File: src/rtl/det3_seq.sv
// Sequential 3x3 determinant: loads nine row-major elements, then folds six
// signed triple products through one shared multiplier. Optional per-term
// trace outputs under `DET3_SEQ_TERM_OUT_EN`.
module det3_seq #(
  parameter int WIDTH = 16
) (
  input  logic             clock,
  input  logic             reset,
  input  logic             clear,
  input  logic             in_valid,
  output logic             in_ready,
  input  logic [WIDTH-1:0] in_data,
  output logic             out_valid,
  input  logic             out_ready,
  output logic [WIDTH-1:0] result,
  output logic             busy,
  output logic [1:0]       state_dbg
`ifdef DET3_SEQ_TERM_OUT_EN
  ,
  output logic             term_valid,
  output logic [2:0]       term_idx,
  output logic [WIDTH-1:0] term_data
`endif
);

  // Handshakes: a transfer happens on a rising edge where valid && ready are
  // both high; valid never waits on ready, and held data is stable until taken.
  typedef enum logic [1:0] {
    LOAD = 2'd0,
    CALC = 2'd1,
    DONE = 2'd2
  } state_t;

  state_t           state, state_nxt;
  logic [WIDTH-1:0] arr [9];
  logic [3:0]       idx;
  logic [2:0]       term;
  logic [WIDTH-1:0] acc;
  logic [WIDTH-1:0] op_a, op_b, op_c;
  logic [WIDTH-1:0] prod;
  logic             neg;

  always_ff @(posedge clock or posedge reset) begin
    if (reset) state <= LOAD;
    else       state <= state_nxt;
  end

  always_comb begin
    state_nxt = state;
    if (clear) begin
      state_nxt = LOAD;
    end else begin
      case (state)
        LOAD:    if (in_valid && idx == 4'd8) state_nxt = CALC;
        CALC:    if (term == 3'd5) state_nxt = DONE;
        DONE:    if (out_ready) state_nxt = LOAD;
        default: state_nxt = LOAD;
      endcase
    end
  end

  // Term order: three positive diagonals, then three negative anti-diagonals.
  always_comb begin
    op_a = '0;
    op_b = '0;
    op_c = '0;
    neg  = 1'b0;
    case (term)
      3'd0: begin op_a = arr[0]; op_b = arr[4]; op_c = arr[8]; end
      3'd1: begin op_a = arr[1]; op_b = arr[5]; op_c = arr[6]; end
      3'd2: begin op_a = arr[3]; op_b = arr[7]; op_c = arr[2]; end
      3'd3: begin op_a = arr[2]; op_b = arr[4]; op_c = arr[6]; neg = 1'b1; end
      3'd4: begin op_a = arr[1]; op_b = arr[3]; op_c = arr[8]; neg = 1'b1; end
      3'd5: begin op_a = arr[5]; op_b = arr[7]; op_c = arr[0]; neg = 1'b1; end
      default: ;
    endcase
  end

  // Low WIDTH bits of a product depend only on the low bits of its operands.
  assign prod = op_a * op_b * op_c;

  always_ff @(posedge clock or posedge reset) begin
    if (reset) begin
      idx  <= '0;
      term <= '0;
      acc  <= '0;
      for (int i = 0; i < 9; i++) arr[i] <= '0;
    end else if (clear) begin
      idx  <= '0;
      term <= '0;
      acc  <= '0;
    end else begin
      case (state)
        LOAD: begin
          if (in_valid) begin
            arr[idx] <= in_data;
            if (idx == 4'd8) begin
              idx  <= '0;
              term <= '0;
            end else begin
              idx <= idx + 4'd1;
            end
          end
        end
        CALC: begin
          acc  <= neg ? acc - prod : acc + prod;
          term <= (term == 3'd5) ? 3'd0 : term + 3'd1;
        end
        DONE: begin
          if (out_ready) begin
            acc <= '0;
            idx <= '0;
          end
        end
        default: ;
      endcase
    end
  end

  assign in_ready  = (state == LOAD);
  assign out_valid = (state == DONE);
  assign busy      = (state == CALC) || (state == DONE);
  assign result    = (state == DONE) ? acc : '0;
  assign state_dbg = state;

`ifdef DET3_SEQ_TERM_OUT_EN
  assign term_valid = (state == CALC);
  assign term_idx   = (state == CALC) ? term : 3'd0;
  assign term_data  = (state == CALC) ? prod : '0;
`endif

endmodule

File: config.mk
export PLATFORM = sky130hd
export DESIGN_NAME = det3_seq
export DESIGN_NICKNAME = d
export VERILOG_FILES = /design/src/rtl/det3_seq.sv
export SDC_FILE = /design/constraint.sdc
export NUM_CORES = 1
export LEC_CHECK = 0
export CAP_MARGIN = 5
export CORE_ASPECT_RATIO = 0.6
export CORE_MARGIN = 10
export CORE_UTILIZATION = 45
export CTS_CLUSTER_DIAMETER = 80
export CTS_CLUSTER_SIZE = 28
export DETAILED_ROUTE_END_ITERATION = 8
export HOLD_SLACK_MARGIN = 0.15
export PLACE_DENSITY_LB_ADDON = 0.25
export REMOVE_ABC_BUFFERS = 1
export SYNTH_ARGS = -nofsm -noshare
export SYNTH_HDL_FRONTEND = slang
export SYNTH_SLANG_ARGS = --single-unit
export TNS_END_PERCENT = 1
File: constraint.sdc
create_clock -name clock -period 12.85 [get_ports clock]
set_input_delay 1.9275 -clock clock [delete_from_list [all_inputs] [get_ports clock]]
set_output_delay 1.9275 -clock clock [all_outputs]
set_load 0.01 [all_outputs]
### Word level (Yosys, flattened, before mapping)

Cells that the tools add are included.

* bits in registers: 169
* bits of input ports: 21
* output and inout bits: 21

* add/subtract/negate cells: 4
* $mul: 2
* order comparisons: 2
* equality and inequality tests: 13
* mux-type cells: 27
* bitwise logic cells: 2
* reductions and logical operators: 19

Operators with widths (count)
* bitwise mux 144 bit: 1
* one-hot mux 16 bit (4 select lines): 2
* two-way mux 16 bit: 5
* one-hot mux 16 bit (5 select lines): 1
* demux 16 bit (select 4 bit): 1
* multiplier 16 x 16 -> 16 bit: 2
* one-hot mux 16 bit (2 select lines): 1
* adder 16 bit: 1
* two-way mux 4 bit: 4
* subtractor 16 bit: 1
* two-way mux 3 bit: 4
* AND reduction 3 bit: 4
* OR reduction 2 bit: 5
* inequality test 3 x 2 -> 1 bit, second input constant: 3
* nonzero test 3 bit: 3
* two-way mux 2 bit: 4
* one-hot mux 4 bit (2 select lines): 1
* == test 3 x 2 -> 1 bit, second input constant: 2
* == test 3 bit, second input constant: 2
* inequality test 3 bit, second input constant: 2
* one-hot mux 2 bit (3 select lines): 1
* one-hot mux 3 bit (2 select lines): 1
* greater-or-equal comparator 5 bit, second input constant: 1
* less-than comparator 5 x 1 -> 1 bit, second input constant: 1
* 15 further kinds: 16

### Logic depth before layout (Yosys ltp)

Gate-level depths: netlist (run 1).

* depth in word-level cells: 9
* gate-level depth with buffers: 58

### Least setup slack after synthesis (run 1)

OpenSTA, ideal clock, no wires.

* path type: reg2reg
* from: register term[0]
* to: register acc[15]
* setup time: 0.076 ns
* arrival: 12.969 ns
* path slack: -0.195 ns
* stages on the path, launching flop included: 54
* buffers on the path: 9
* path through: dfrtp_1 buf_4 buf_2 buf_2 buf_4 clkbuf_1 and2_1 ha_1 clkbuf_1 clkbuf_1 clkbuf_1 nand2_1 o21ai_0 a221o_1 clkbuf_1 nand2_1 fa_1 inv_1 (+18 left out) fa_1 fa_1 inv_1 fa_1 fa_1 xnor2_1 xnor2_1 xnor2_1 xnor2_1 xnor2_1 xnor3_1 xor3_1 xnor3_1 xnor2_1 xnor2_1 xnor2_1 xnor3_1 o21ai_1

* cells in the longest elaborated chain, start to end: 9

Ends and longest elaborated chain
* start, declared: line 37 `logic [2:0] term;`
* start signal, assigned: line 107 `term <= (term == 3'd5) ? 3'd0 : term + 3'd1;`
* == test 3 bit (tied with other cells): line 68 `case (term)`
* OR reduction 2 bit (no line)
* one-hot mux 16 bit (5 select lines) or one-hot mux 16 bit (4 select lines) (tied branches): line 68
* multiplier 16 x 16 -> 16 bit (2 in a row): line 80 `assign prod = op_a * op_b * op_c;`
* adder 16 bit or subtractor 16 bit (tied branches): line 106 `acc <= neg ? acc - prod : acc + prod;`
* two-way mux 16 bit *: line 106
* one-hot mux 16 bit (2 select lines) *: line 93 `case (state)`
* two-way mux 16 bit *: line 88 `end else if (clear) begin`
* end signal, assigned: line 106
* end, declared: line 38 `logic [WIDTH-1:0] acc;`

Mark *: on every way between the ends. The rest lies on a longest branch, timed or not.
A chain may end at the register's enable or synchronous reset.

### Worst setup path in the final report (run 1)

* from: register term[2]
* to: register acc[15]

Same word-level chain as after synthesis.

==> results of run 1 <==
## sequential cells by signal, indices dropped and copies added, names as in the netlist
register and flops:
acc 16, term 3, state_dbg 2, idx 4, arr 144
## routing by layer
layer / wire length [microns] / global-route usage (%) / part of all wire [%]
met1: 24400 / 32.7 / 50
met2: 19100 / 28.9 / 40
met3: 4300 / 4.94 / 8.9
met4: 452 / 2.99 / 0.94
met5: 0 / 0 / 0
## final cells by class
type	instances	area [sq um]
flip-flops and latches	169	4230
fillers	3346	17800
clock buffers	17	425
inverters	237	895
repair buffers	98	916
multi-input cells	1250	11500
clock inverters	15	203
well taps	504	631
## worst max-delay path, delay by kind of cell, from the launching register on
family	cells	cell delay (ps)
simple gates	4	480
xor+xnor	13	2890
buf+inv	8	960
flops	1	390
compound gates	4	930
fa+ha+maj	14	6630
## cells in the mapped netlist (2+ instances only)
cell,count
sky130_fd_sc_hd__a221oi_1,9
sky130_fd_sc_hd__a22oi_1,20
sky130_fd_sc_hd__o31ai_1,5
sky130_fd_sc_hd__a221o_1,16
sky130_fd_sc_hd__o21ai_1,5
sky130_fd_sc_hd__nand2b_1,31
sky130_fd_sc_hd__o21a_1,11
sky130_fd_sc_hd__and2_1,76
sky130_fd_sc_hd__a211oi_1,4
sky130_fd_sc_hd__and3b_1,2
sky130_fd_sc_hd__o21bai_1,7
sky130_fd_sc_hd__nor2b_1,37
sky130_fd_sc_hd__a21oi_1,54
sky130_fd_sc_hd__a22o_1,5
sky130_fd_sc_hd__or3_1,2
sky130_fd_sc_hd__xnor2_1,59
sky130_fd_sc_hd__xor2_1,30
sky130_fd_sc_hd__o21ai_0,55
sky130_fd_sc_hd__a31o_2,2
sky130_fd_sc_hd__a31oi_1,8
sky130_fd_sc_hd__dfrtp_1,169
sky130_fd_sc_hd__nor2_1,62
sky130_fd_sc_hd__or2_2,5
sky130_fd_sc_hd__nand3_1,14
sky130_fd_sc_hd__mux2_2,147
sky130_fd_sc_hd__o31a_1,3
sky130_fd_sc_hd__mux2i_1,15
sky130_fd_sc_hd__nand4_1,3
sky130_fd_sc_hd__buf_2,18
sky130_fd_sc_hd__inv_1,237
sky130_fd_sc_hd__clkbuf_1,50
sky130_fd_sc_hd__xnor3_1,6
sky130_fd_sc_hd__nor3_1,9
sky130_fd_sc_hd__a21o_1,14
sky130_fd_sc_hd__nor3b_2,2
sky130_fd_sc_hd__and3_1,7
sky130_fd_sc_hd__ha_1,123
sky130_fd_sc_hd__a222oi_1,13
sky130_fd_sc_hd__buf_4,3
sky130_fd_sc_hd__fa_1,161
sky130_fd_sc_hd__nand2_1,206
sky130_fd_sc_hd__nor4_1,2
## stage by stage
stage	hold slack [ps]	util, %	total power (W)
final	503	51.3	0.00247
after global routing	506	51.3	0.00263
after CTS	504	50.8	0.00244
after detailed placement	488	49.1	0.00188
after global placement	481	49.1	0.00186
after floorplan	463	-	0.00151
## how the worst min path moves through the flow
stage,from,end,slack (ps),cells after the start
after detailed placement,arr[7]$_DFFE_PP0P_,arr[7]$_DFFE_PP0P_,490,1
after CTS,arr[7]$_DFFE_PP0P_,arr[7]$_DFFE_PP0P_,500,1
final,arr[7]$_DFFE_PP0P_,arr[7]$_DFFE_PP0P_,500,1
after global placement,arr[7]$_DFFE_PP0P_,arr[7]$_DFFE_PP0P_,480,1
after global routing,arr[7]$_DFFE_PP0P_,arr[7]$_DFFE_PP0P_,510,1
after floorplan,acc[0]$_DFFE_PP0P_,acc[0]$_DFFE_PP0P_,460,2
## cells by family (layout without fill, tap and decap cells)
group | count (synthesis) | in the layout | synth area share (%)
adder cells (fa/ha/maj) | 284 | 284 | 28.3
multiplexers | 162 | 162 | 10.7
AO/OA/AOI/OAI | 241 | 241 | 9.68
flip-flops | 169 | 169 | 25.1
XOR/XNOR | 97 | 97 | 5.67
buffers and inverters | 310 | 367 | 7.12
AND/OR/NAND/NOR | 466 | 466 | 13.4
## power by group
part | internal (W) | switching, W | total, W
sequential | 0.000601 | 0.0000646 | 0.000666
clock | 0.000298 | 0.000253 | 0.000550
combinational | 0.000536 | 0.000715 | 0.00125
## what timing repair did
item                       in CTS  in global routing
buffers inserted                0                  5
gates resized for setup         0                 19
setup endpoints to repair       0                  2
==> impl_metrics.env, run 1 <==
export IMPL_result_of_the_run="complete, no violations"
export IMPL_post_synth_cell_area_avg_sq_um=9.73
export IMPL_die_h_microns=170
export IMPL_syn_instance_count=1729
export IMPL_cts_buffers_inserted=17
export IMPL_post_route_period_util_pct=96.1
export IMPL_worst_setup_path_endpoint="acc[15]$_DFFE_PP0P_"
export IMPL_leakagePower_nw=8.94
export IMPL_placement_cell_area_sq_um=18000
export IMPL_worstRegToRegCells=43
export IMPL_dpl_ws_ps=237
export IMPL_critical_path_top_cell_by_count="sky130_fd_sc_hd__fa_1"
export IMPL_yosys_register_bits=169
export IMPL_drt_first_pass_iters=6
export IMPL_rows=54
export IMPL_ys_seq_area_share_pct=25.1
export IMPL_die_area_sq_um=45800
export IMPL_design_portCount=42
export IMPL_initial_drt_markers=1143
export IMPL_crit_fanout=11
export IMPL_setup_viol_count_final=0
export IMPL_initial_utilization_pct=45.9
export IMPL_timing_critical_path_to_type="register"
export IMPL_antenna_found_initial=2
export IMPL_gr_usage_all_layers_pct=20.9
export IMPL_final_critical_path_setup_slack_ps=498
export IMPL_worst_setup_path_start_kind="register"
export IMPL_number_of_nets_in_the_final_layout=2078
export IMPL_max_clock_freq_mhz=81.0
export IMPL_holdCritPathClass="reg2reg"
export IMPL_max_slew_margin_pct=14.5
export IMPL_cpPeakStageDelay_ps=550
export IMPL_async_flop_share_pct=100
export IMPL_crit_type="reg2reg"
export IMPL_drive_above_1_share_pct=14.9
export IMPL_finalInstanceArea_sq_um=18800
export IMPL_layout_commonest_cell="sky130_fd_sc_hd__inv_1"
export IMPL_syn_area_sq_um=16800
export IMPL_ys_dominant_reg_cell="sky130_fd_sc_hd__dfrtp_1"
export IMPL_crit_path_top_delay_cell="sky130_fd_sc_hd__fa_1"
export IMPL_antenna_diode_count=0
export IMPL_timing_hold_violations_final=0
export IMPL_yosysWarningCount=0
export IMPL_cts_htree_levels=4
export IMPL_detail_route_drc_violations=0
export IMPL_ir_drop_mv=0.100
export IMPL_worstReg2RegEnd="acc[15]$_DFFE_PP0P_"
export IMPL_clockBufferDepth=2
export IMPL_routed_via_density=5.53
export IMPL_clock_insertion_delay_worst_skew_ps=440
export IMPL_critPathLaunch="term[2]$_DFFE_PP0P_"
export IMPL_edff_count_synth=0
export IMPL_worstReg2RegStart="term[2]$_DFFE_PP0P_"
export IMPL_power_per_cell_area_nw_per_um2=131
export IMPL_vias=12700
export IMPL_yosys_area_top_type_share_pct=25.1
export IMPL_dpl_hpwl_microns=36900
export IMPL_reg2reg_slack_ps=500
export IMPL_place_gp_congestion=0.934
export IMPL_grt_first_pass_wirelength_microns=75100
export IMPL_final_cell_mix="sky130_fd_sc_hd__inv_1, sky130_fd_sc_hd__nand2_1, sky130_fd_sc_hd__dfrtp_1"
export IMPL_tightest_slew_ps=1280
export IMPL_buffer_ports_inserted=41
export IMPL_chipWidth_microns=270
export IMPL_clockRootBuffer="sky130_fd_sc_hd__clkbuf_16"
export IMPL_finalWirelength_microns=48300
export IMPL_cap_viol_max_count=0
export IMPL_final_cell_count_no_fill=2290
export IMPL_route_antenna_remaining_nets=0
export IMPL_cell_accounting_for_the_most_synthesized_area="sky130_fd_sc_hd__dfrtp_1"
export IMPL_grt_max_degree=90
export IMPL_fin_setup_tns_ps=0
export IMPL_cts_tree="done"
export IMPL_core_region_area_sq_um=36600
export IMPL_synthToLayoutAreaGrowth_pct=11.7
export IMPL_synth_lib_cells_used_distinct=64
export IMPL_skew_ps=13.6
export IMPL_grt_overflow=0
export IMPL_required_ps=13220
export IMPL_ys_top_cells_by_area="sky130_fd_sc_hd__dfrtp_1, sky130_fd_sc_hd__fa_1, sky130_fd_sc_hd__mux2_2"
export IMPL_clkTransAtPathRegs_ps=70
export IMPL_drt_wirelength_per_cell_microns=21.1
export IMPL_cts_hold_repair_buffers=0
export IMPL_place_detailed_instances=2250
export IMPL_worst_endpoint_arrival_ps=12720
export IMPL_fin_crit_ps=12350
export IMPL_tritoncts_num_sinks=169
export IMPL_grt_pass1_vias=12600
export IMPL_timing_final_max_slew_violations=0
Power figures use the tool's default switching activity.
==> run 2, diff against run 1 <==
Settings changed: SLEW_MARGIN set to 20.
==> impl_metrics.env, run 2 (synthesis gave the netlist of run 1 again) <==
export IMPL_cts_buffers_inserted=17
export IMPL_layout_commonest_cell="sky130_fd_sc_hd__inv_1"
export IMPL_gr_usage_all_layers_pct=20.9
export IMPL_final_cell_count_no_fill=2288
export IMPL_worst_endpoint_arrival_ps=12790
export IMPL_tritoncts_num_sinks=169
export IMPL_cts_tree="done"
export IMPL_max_clock_freq_mhz=80.6
export IMPL_cellInternalPower_w=0.00143
export IMPL_drt_wirelength_per_cell_microns=21.0
export IMPL_worstReg2RegEnd="acc[15]$_DFFE_PP0P_"
export IMPL_setup_viol_count_final=0
export IMPL_place_detailed_instances=2250
export IMPL_design_portCount=42
export IMPL_fin_crit_ps=12410
export IMPL_leakagePower_nw=8.91
export IMPL_crit_fanout=9
export IMPL_cpPeakStageDelay_ps=570
export IMPL_critical_path_top_cell_by_count="sky130_fd_sc_hd__fa_1"
export IMPL_ir_drop_mv=0.0997
export IMPL_max_slew_margin_pct=25.2
export IMPL_grt_first_pass_wirelength_microns=75000
export IMPL_hold_end="arr[7]$_DFFE_PP0P_"
export IMPL_core_region_area_sq_um=36600
export IMPL_holdCritStartpoint="arr[7]$_DFFE_PP0P_"
export IMPL_required_ps=13220
export IMPL_cts_htree_levels=4
export IMPL_cap_viol_max_count=0
export IMPL_worstReg2RegStart="term[2]$_DFFE_PP0P_"
export IMPL_number_of_nets_in_the_final_layout=2076
export IMPL_largest_register="arr"
export IMPL_detail_route_drc_violations=0
export IMPL_antenna_found_initial=2
export IMPL_clock_insertion_delay_worst_skew_ps=440
export IMPL_clkTransAtPathRegs_ps=80
export IMPL_result_of_the_run="complete, no violations"
export IMPL_power_switching_w=0.00103
export IMPL_buffer_ports_inserted=41
export IMPL_pwr_share_comb_pct=50.5
export IMPL_finalCoreUtilization_pct=51.2
export IMPL_drive_above_1_share_pct=14.7
export IMPL_die_area_sq_um=45800
export IMPL_power_per_cell_area_nw_per_um2=131
export IMPL_routed_via_density=5.52
export IMPL_initial_utilization_pct=45.9
export IMPL_pwr_share_seq_pct=27.1
export IMPL_synthToLayoutAreaGrowth_pct=11.4
export IMPL_largest_register_ff_count=144
export IMPL_drt_first_pass_iters=8
export IMPL_finalWirelength_microns=48100
export IMPL_clockRootBuffer="sky130_fd_sc_hd__clkbuf_16"
export IMPL_place_gp_congestion=0.934
export IMPL_crit_type="reg2reg"
export IMPL_initial_drt_markers=1272
export IMPL_tightest_slew_ps=1120
export IMPL_final_cell_mix="sky130_fd_sc_hd__inv_1, sky130_fd_sc_hd__nand2_1, sky130_fd_sc_hd__dfrtp_1"
export IMPL_vias=12600
export IMPL_chipWidth_microns=270
export IMPL_worst_setup_path_start_kind="register"
export IMPL_route_antenna_remaining_nets=0
export IMPL_switching_share_pct=41.9
export IMPL_timing_final_max_slew_violations=0
export IMPL_biggestRegsByFlops="arr: 144 flops, acc: 16 flops, idx: 4 flops"
export IMPL_power_clock_fraction_pct=22.4
export IMPL_grt_max_degree=90
export IMPL_crit_path_top_delay_cell="sky130_fd_sc_hd__fa_1"
export IMPL_antenna_diode_count=0
export IMPL_timing_critical_path_to_type="register"
export IMPL_worstRegToRegCells=42
export IMPL_holdCritPathClass="reg2reg"
export IMPL_dpl_hpwl_microns=36900
export IMPL_die_h_microns=170
export IMPL_reg2reg_slack_ps=440
export IMPL_skew_ps=14.2
export IMPL_timing_hold_violations_final=0
export IMPL_rows=54
export IMPL_holdPathStages=1
export IMPL_clockBufferDepth=2
export IMPL_grt_pass1_vias=12700
export IMPL_grt_overflow=0
export IMPL_rsz0062_at_grt="false"
export IMPL_post_route_period_util_pct=96.6
run 2: routing by layer:
metal	vias to the layer above	global-route usage [%]	routed length, microns
met1	6340	32.9	24500
met4	0	3.48	700
li1	5758	-	-
met3	49	4.49	4070
met2	489	28.6	18800
met5	-	0	0
run 2: worst max-delay path by stage:
stage,startpoint,endpoint,cells past startpoint
floorplan,term[1]$_DFFE_PP0P_,acc[15]$_DFFE_PP0P_,42
global placement,term[0]$_DFFE_PP0P_,acc[15]$_DFFE_PP0P_,44
detailed placement,term[0]$_DFFE_PP0P_,acc[15]$_DFFE_PP0P_,44
CTS,term[0]$_DFFE_PP0P_,acc[15]$_DFFE_PP0P_,44
global route,term[0]$_DFFE_PP0P_,acc[15]$_DFFE_PP0P_,45
finish,term[2]$_DFFE_PP0P_,acc[15]$_DFFE_PP0P_,42
run 2: power by group through the flow:
stage / clock network [W] / logic [W] / registers [W]
floorplan: 0 / 0.000863 / 0.000644
detailed placement: 0 / 0.00121 / 0.000672
finish: 0.000552 / 0.00124 / 0.000666
CTS: 0.000555 / 0.00122 / 0.000662
global placement: 0 / 0.00118 / 0.000672
global route: 0.000576 / 0.00138 / 0.000672
run 2: worst max-delay path, delay by kind of cell (launching register included):
family,cells,cell delay [ps]
DFF,1,390
AOI/OAI and AO/OA,4,1030
buffers and inverters,8,880
and+or+nand+nor,3,410
adders and majority gates,14,6700
xor gates and xnor gates,13,2940
run 2: area by class of cell:
| type | instances | area [sq um] |
|---|---|---|
| fill | 3375 | 17900 |
| multi-input combinational | 1250 | 11500 |
| sequential | 169 | 4230 |
| inverter | 237 | 895 |
| timing repair buffer | 96 | 885 |
| tap | 504 | 631 |
| clock buffer | 17 | 425 |
| clock inverter | 15 | 203 |
run 2: timing repair:
item                       4_1_cts  5_1_grt
resized for setup                0       15
setup endpoints to repair        0        1
setup buffers                    0        3
hold buffers                     0        0
run 2: stage by stage:
step / hold WS (ps) / instance area, sq um / total power (W) / worst slack (ps) / setup TNS (ps)
after floorplan: 463 / 16500 / 0.00151 / -215 / -215
after global placement: 481 / 18000 / 0.00186 / 512 / 0
after detailed placement: 488 / 18000 / 0.00188 / 296 / 0
after CTS: 504 / 18600 / 0.00244 / 249 / 0
after global routing: 506 / 18800 / 0.00263 / 22.8 / 0
final: 502 / 18800 / 0.00246 / 438 / 0
